<file path="config.mk">
export PLATFORM = sky130hd
export DESIGN_NAME = debounce_multi
export DESIGN_NICKNAME = d
export VERILOG_FILES = /design/src/rtl/debounce_channel.sv /design/src/rtl/debounce_multi.sv
export SDC_FILE = /design/constraint.sdc
export NUM_CORES = 1
export LEC_CHECK = 0
export BUFFER_PORTS_ARGS = -buffer_cell sky130_fd_sc_hd__buf_2
export CORE_UTILIZATION = 61
export CTS_CLUSTER_SIZE = 8
export DETAILED_ROUTE_END_ITERATION = 6
export PLACE_DENSITY = 0.89
export SLEW_MARGIN = 15
export SYNTH_ARGS = -nofsm -noshare
export SYNTH_HDL_FRONTEND = slang
export SYNTH_SLANG_ARGS = --single-unit
</file>
<file path="constraint.sdc">
create_clock -name clk -period 4.35 [get_ports clk]
set_clock_uncertainty 0.2 [all_clocks]
set_input_delay 0.435 -clock clk [delete_from_list [all_inputs] [get_ports clk]]
set_output_delay 0.435 -clock clk [all_outputs]
set_load 0.05 [all_outputs]
</file>
<file path="src/rtl/debounce_channel.sv">
// One debounced input: shift-register history with hysteresis, edge pulses,
// and an optional long-press / auto-repeat counter. State moves only on tick.
module debounce_channel #(
    parameter int HIST_LEN     = 8,
    parameter int HOLD_TICKS   = 500,
    parameter int REPEAT_TICKS = 100
) (
    input  logic clk,
    input  logic reset,
    input  logic tick,
    input  logic sync_in,
    output logic debounced,
    output logic rise,
    output logic fall,
    output logic held
);

    // The oldest sample only matters after the shift, so it is never stored.
    logic [HIST_LEN-2:0] hist;
    logic [HIST_LEN-1:0] next_hist;
    logic                set_now, clr_now;

    assign next_hist = {hist, sync_in};
    assign set_now   = tick && (&next_hist) && !debounced;
    assign clr_now   = tick && (~|next_hist) && debounced;

    always_ff @(posedge clk or posedge reset) begin
        if (reset) begin
            hist      <= '0;
            debounced <= 1'b0;
            rise      <= 1'b0;
            fall      <= 1'b0;
        end else begin
            rise <= set_now;
            fall <= clr_now;
            if (tick)
                hist <= next_hist[HIST_LEN-2:0];
            if (set_now)
                debounced <= 1'b1;
            else if (clr_now)
                debounced <= 1'b0;
        end
    end

    generate
        if (HOLD_TICKS == 0) begin : g_no_hold
            assign held = 1'b0;
        end else begin : g_hold
            localparam int MAX_T = (HOLD_TICKS > REPEAT_TICKS) ? HOLD_TICKS : REPEAT_TICKS;
            localparam int CW    = $clog2(MAX_T + 1);
            localparam logic [CW-1:0] HOLD_V   = CW'(HOLD_TICKS);
            // A repeat period no shorter than the hold time restarts from zero.
            localparam logic [CW-1:0] RELOAD_V =
                CW'((REPEAT_TICKS < HOLD_TICKS) ? (HOLD_TICKS - REPEAT_TICKS) : 0);

            logic [CW-1:0] cnt, cnt_inc;
            assign cnt_inc = cnt + 1'b1;

            always_ff @(posedge clk or posedge reset) begin
                if (reset) begin
                    cnt  <= '0;
                    held <= 1'b0;
                end else begin
                    held <= 1'b0;
                    if (tick) begin
                        if (!debounced || clr_now) begin
                            cnt <= '0;
                        end else if (!(REPEAT_TICKS == 0 && cnt == HOLD_V)) begin
                            if (cnt_inc == HOLD_V) begin
                                held <= 1'b1;
                                cnt  <= (REPEAT_TICKS == 0) ? HOLD_V : RELOAD_V;
                            end else begin
                                cnt <= cnt_inc;
                            end
                        end
                    end
                end
            end
        end
    endgenerate

endmodule

</file>
<file path="src/rtl/debounce_multi.sv">
// Multi-channel button conditioner: per-channel 2-flop synchronisers and a
// shared sample prescaler feeding an array of debounce_channel instances.
module debounce_multi #(
    parameter int CHANNELS     = 4,
    parameter int HIST_LEN     = 8,
    parameter int PRESCALE     = 1000,
    parameter int HOLD_TICKS   = 500,
    parameter int REPEAT_TICKS = 100
) (
    input  logic                clk,
    input  logic                reset,
    input  logic [CHANNELS-1:0] buttons,
    output logic [CHANNELS-1:0] debounced,
    output logic [CHANNELS-1:0] rise,
    output logic [CHANNELS-1:0] fall,
    output logic [CHANNELS-1:0] held
);

    localparam int PW = (PRESCALE > 1) ? $clog2(PRESCALE) : 1;
    localparam logic [PW-1:0] PMAX = PW'(PRESCALE - 1);

    logic [PW-1:0]       pcnt;
    logic                tick;
    logic [CHANNELS-1:0] sync1, sync2;

    // With PRESCALE=1 the counter is stuck at 0 and tick is always high.
    assign tick = (pcnt == PMAX);

    always_ff @(posedge clk or posedge reset) begin
        if (reset) begin
            pcnt  <= '0;
            sync1 <= '0;
            sync2 <= '0;
        end else begin
            pcnt  <= tick ? '0 : pcnt + 1'b1;
            sync1 <= buttons;
            sync2 <= sync1;
        end
    end

    generate
        for (genvar i = 0; i < CHANNELS; i++) begin : g_ch
            debounce_channel #(
                .HIST_LEN    (HIST_LEN),
                .HOLD_TICKS  (HOLD_TICKS),
                .REPEAT_TICKS(REPEAT_TICKS)
            ) u_ch (
                .clk      (clk),
                .reset    (reset),
                .tick     (tick),
                .sync_in  (sync2[i]),
                .debounced(debounced[i]),
                .rise     (rise[i]),
                .fall     (fall[i]),
                .held     (held[i])
            );
        end
    endgenerate

endmodule

</file>
== Word-level counts from Yosys, hierarchy flattened ==
Index checks and enable logic that the tools add are counted.
Cells by class
  $add $sub $neg: 5
  eq/ne operators: 5
  muxes and demuxes: 29
  reduce and logical (&&, ||, !) cells: 40
Operator list (number)
  9-bit 2-to-1 mux: 8
  9-bit by 1-bit adder with 9-bit output (second input constant): 4
  9-bit == test (second input constant): 4
  8-bit AND reduction: 4
  8-bit OR reduction: 4
  1-bit 2-to-1 mux: 20
  1-bit logical AND: 16
  10-bit by 1-bit adder with 10-bit output (second input constant): 1
  10-bit == test (second input constant): 1
  10-bit 2-to-1 mux: 1
  1-bit zero test: 8
  2-bit nonzero test: 4
  1-bit logical OR: 4
Word-level totals
  register bits: 98
  input port bits: 6
  output and inout port bits: 16
  word-level logic and storage cells: 106

== Logic depth before layout (Yosys ltp) ==
  depth after elaboration: 7
  gate-level depth with buffers: 8
  gate-level depth less buffers: 6

== Cells and area by module ==
A second synthesis with hierarchy kept.
Second synthesis, totals
  cell total of the unflattened synthesis: 383
  area, all modules: 4455.5 µm²
Modules (own cells, without submodules)
  debounce_channel: instances 4, cells each 82, area an instance 937.1 µm²
  debounce_multi: instances 1, cells each 55, area an instance 706.9 µm²

== Worst setup path after synthesis ==
No wires, ideal clock.
  path kind: register -> register
  start: register pcnt[0]
  end: register g_ch[2].u_ch.g_hold.cnt[8]
  arrival: 1.680 ns
  data required time: 4.067 ns
  setup slack: 2.387 ns
  cell stages (with the launch flop): 8
  buffers on the path: 1
  period minus slack after synthesis: 1.963 ns
  cell sequence: dfrtp_1 ha_1 nor4bb_4 and3_1 buf_4 nand3_2 or3_1 o21ai_0
Between the ends
  cells in the longest elaborated chain, start to end: 5
Ends and longest elaborated chain
  from (decl): line debounce_multi.sv:22  | logic [PW-1:0] pcnt;
  from (signal assigned): line debounce_multi.sv:35  | pcnt <= tick ? '0 : pcnt + 1'b1;
  10-bit == test (*): line debounce_multi.sv:27  | assign tick = (pcnt == PMAX);
  1-bit logical AND (2 in series): line debounce_channel.sv:25  | assign clr_now = tick && (~|next_hist) && debounced;
  1-bit logical OR: line debounce_channel.sv:66  | if (!debounced || clr_now) begin
  9-bit 2-to-1 mux: line debounce_channel.sv:66
  to (signal assigned): line debounce_channel.sv:71  | cnt <= (REPEAT_TICKS == 0) ? HOLD_V : RELOAD_V;
  to (signal assigned): line debounce_channel.sv:73  | cnt <= cnt_inc;
  to (decl): line debounce_channel.sv:56  | logic [CW-1:0] cnt, cnt_inc;
Every way passes the cells marked *; elsewhere a longest branch is shown, timed or not.
A chain may end at the register's enable or synchronous reset.

== Worst setup path in the final report ==
  start: register pcnt[0]
  end: register g_ch[0].u_ch.debounced
Between the ends
  cells in the longest elaborated chain, start to end: 4
Ends and longest elaborated chain
  10-bit == test (*): line debounce_multi.sv:27
  1-bit logical AND (*) (2 in series): line debounce_channel.sv:24  | assign set_now = tick && (&next_hist) && !debounced;
  named net g_ch[0].u_ch.set_now: line debounce_channel.sv:21  | logic set_now, clr_now;
  1-bit 2-to-1 mux or 2-bit nonzero test (tied branches)
  to (signal assigned): line debounce_channel.sv:30  | debounced <= 1'b0;
  to (signal assigned): line debounce_channel.sv:39  | debounced <= 1'b1;
  to (signal assigned): line debounce_channel.sv:41  | debounced <= 1'b0;
  to (decl): line debounce_channel.sv:12  | output logic debounced,
The timed path passes the listed nets; every way through them passes the cells marked *.

==> reports/qor.csv <==
metric;value;unit
outcome;complete, no violations;
cp.required;4.43;ns
hold_viol_final;0;
nFillCells;572;
via_count;3471;
rows;31;
yosysWarnings;0;
clock-root-buffer;clkbuf_8;
worstHoldPathType;input port to async pin;
numCtsBuffers;9;
critPathArrivalTime;3.02;ns
io_pins;22;
fin_crit;2.94;ns
drv_slew;0;
grt_overflow_total;0;
start_kind;flip-flop;
via_per_inst;5.82;
path_buf_inv;2;
finalSetupViolations;0;
maxSlewHeadroom;0.375;
critPathMostFrequentCell;buf_4;
r2r_cells;7;
use_met1;0.310;
cp-end-kind;flip-flop;
grt_most_used_layer;met2;
cts_buffer_depth;2;
grt_pass1_wl;14.6;mm
clk_pin_slew;0.10;ns
syn_avg_cell_area;9.39;um^2
clock_latency;0.36;ns
numPortBuffers;21;
rsz0062_at_grt;no;
grt_max_degree;81;
first_iter_violations;236;
ys.flop_type;dfrtp_1;
crit_chain;ha_1 > nor4bb_4 > nand3_2 > buf_4 > buf_4 > nor4_2 > o21bai_1;
routabilityCongestion;0.827;
crit_fanout;41;
ys_ff_latch;98;
power;1.60;mW
grt_pass1_vias;3420;
cts_resized;0;
final_nets;503;
regArea;2450;um^2
antenna_found_initial;0;
setup_tns;0;ns
netlist_area;4550;um^2
leakage;2.34;nW
cts_tree;done;
maxCapViolCount;0;
ys_seq_area_frac;0.539;
synth_edf_count;0;
routed_wl;8.52;mm
cts_sinks;98;
async_flop_share;1.00;
ir_drop;0.000284;V
path_class;flip-flop to flip-flop;
htreeDepth;3;
netlist_instances;485;
worst_slew_pin_slew;0.937;ns
num_antenna_cells;0;
syn_nets;496;
area_growth;7.31;%
multi_input_area;1880;um^2
reg2reg_slack;1.41;ns
hpwl;5.56;mm
crit_path_top_delay_cell;nand3_2;
gr-usage-met2;0.401;
synth_cell_types;48;
power_density;327;nW/um^2
start_util;0.631;
die_w;88.4;um
dr.pass1.iters;4;
die_h;88.4;um
dieArea;7810;um^2
max_freq;340;MHz
ant_nets;0;
cp_top_family;simple AND/OR/NAND/NOR gates;
drive_gt1_frac;0.105;
use_met3;0.0345;
wire_per_inst;14.3;um
path_depth;7;
drcViolationCount;0;
period_share;0.676;
cp_slowest_stage_delay;0.48;ns
grt.total_usage;0.241;
core-area;7210;um^2
## synthesized netlist by cell type (2+ instances only)
master / number / share of area
nand3_2: 2 / 0.0044
and3_1: 13 / 0.018
nand4b_1: 2 / 0.0038
ha_1: 5 / 0.014
dfrtp_1: 98 / 0.54
a21o_1: 4 / 0.0066
nor2_1: 21 / 0.017
inv_1: 6 / 0.0049
or3_1: 6 / 0.0082
nor4_2: 2 / 0.0055
nand3_1: 30 / 0.033
or2_2: 2 / 0.0027
buf_4: 17 / 0.028
nor4_1: 11 / 0.015
o31ai_1: 3 / 0.0049
and4b_1: 2 / 0.0044
o21ai_1: 4 / 0.0044
nor3b_1: 3 / 0.0049
buf_2: 3 / 0.0033
nand2_1: 135 / 0.11
nor2b_1: 4 / 0.0055
o41ai_1: 5 / 0.0096
clkbuf_1: 12 / 0.0099
a22o_1: 2 / 0.0038
nand2b_1: 4 / 0.0055
nand4_1: 11 / 0.015
o21bai_1: 2 / 0.0033
xor2_1: 4 / 0.0077
a21oi_1: 4 / 0.0044
mux2i_1: 7 / 0.015
and2_1: 4 / 0.0055
nor3_1: 12 / 0.013
o21ai_0: 27 / 0.030
xnor2_1: 4 / 0.0077
## through the flow
step                cell area [um^2]  hold slack (ns)  instances  setup WS, ns   util
finish                          4890           0.0721        596          1.41  0.677
global route                    4890            0.167        596          1.21  0.677
CTS                             4890            0.111        596          1.46  0.677
detailed placement              4620            0.140        576          1.47  0.640
global placement                4620            0.134        576          1.59  0.640
floorplan                       4550            0.131        485          1.15      -
## state kept, by name, indices dropped and copies added, names as in the netlist
| register | flops |
|---|---|
| g_ch.u_ch.g_hold.cnt | 36 |
| g_ch.u_ch.hist | 28 |
| pcnt | 10 |
| g_ch.u_ch.debounced | 4 |
| g_ch.u_ch.fall | 4 |
| g_ch.u_ch.held | 4 |
| g_ch.u_ch.rise | 4 |
| sync1 | 4 |
| sync2 | 4 |
## cells in the final DEF, fill, tap and decap left out, types with 3 or more instances in the layout
| cell | count |
|---|---|
| nor2b_1 | 4 |
| inv_1 | 5 |
| buf_4 | 4 |
| ha_1 | 5 |
| nand2_1 | 135 |
| o21ai_0 | 27 |
| nand4_1 | 11 |
| nor3b_1 | 3 |
| nor4_1 | 11 |
| dlygate4sd3_1 | 4 |
| nand3_2 | 3 |
| and2_1 | 4 |
| or3_1 | 6 |
| and3_1 | 13 |
| dfrtp_1 | 98 |
| nor3_1 | 12 |
| xor2_1 | 4 |
| clkbuf_8 | 10 |
| a21oi_1 | 4 |
| nand3_1 | 29 |
| xnor2_1 | 4 |
| o41ai_1 | 5 |
| nand2b_1 | 4 |
| o31ai_1 | 3 |
| a21o_1 | 4 |
| o21ai_1 | 4 |
| mux2i_1 | 7 |
| nor2_1 | 21 |
| buf_2 | 21 |
## path summary, 6_finish.rpt
| kind | start | to |
|---|---|---|
| min in group clk | sync1[2]$_DFF_PP0_ | sync2[2]$_DFF_PP0_ |
| hold / removal | reset | g_ch[3].u_ch.hist[3]$_DFFE_PP0N_ |
| hold reg to reg | sync1[2]$_DFF_PP0_ | sync2[2]$_DFF_PP0_ |
| setup / recovery | pcnt[0]$_DFF_PP0_ | g_ch[0].u_ch.debounced$_DFFE_PP0P_ |
| max in group asynchronous | reset | g_ch[1].u_ch.hist[2]$_DFFE_PP0N_ |
| setup reg to reg | pcnt[0]$_DFF_PP0_ | g_ch[0].u_ch.debounced$_DFFE_PP0P_ |
## power by group
part	internal, mW	switching [mW]	leakage, nW
clock	0.342	0.314	0.117
combinational	0.00593	0.0208	0.884
sequential	0.914	0.00235	1.34
total	1.26	0.337	2.34
## kinds of logic after synthesis
logic type,share of synthesized area
AOI/OAI and AO/OA,0.0797
xor gates and xnor gates,0.0154
adders and majority gates,0.0137
buffers and inverters,0.0486
DFF,0.539
muxes,0.0179
and+or+nand+nor,0.286
## metal layers
metal | part of all wire | up-vias
li1 | - | 1678
met1 | 0.45 | 1705
met2 | 0.50 | 73
met3 | 0.030 | 15
met4 | 0.022 | 0
met5 | 0 | -
## area by class of cell
| type | instances | area share |
|---|---|---|
| sequential | 98 | 0.502 |
| multi-input combinational | 348 | 0.386 |
| timing repair buffer | 29 | 0.0359 |
| clock buffer | 10 | 0.0282 |
| tap | 99 | 0.0254 |
| clock inverter | 6 | 0.0179 |
| inverter | 6 | 0.00512 |
## timing repair
action	4_1_cts	5_1_grt
hold buffers	4	0
endpoints found under the hold margin	4	0
buffers inserted	0	0
No activity file was read; power rests on OpenSTA's default activity.
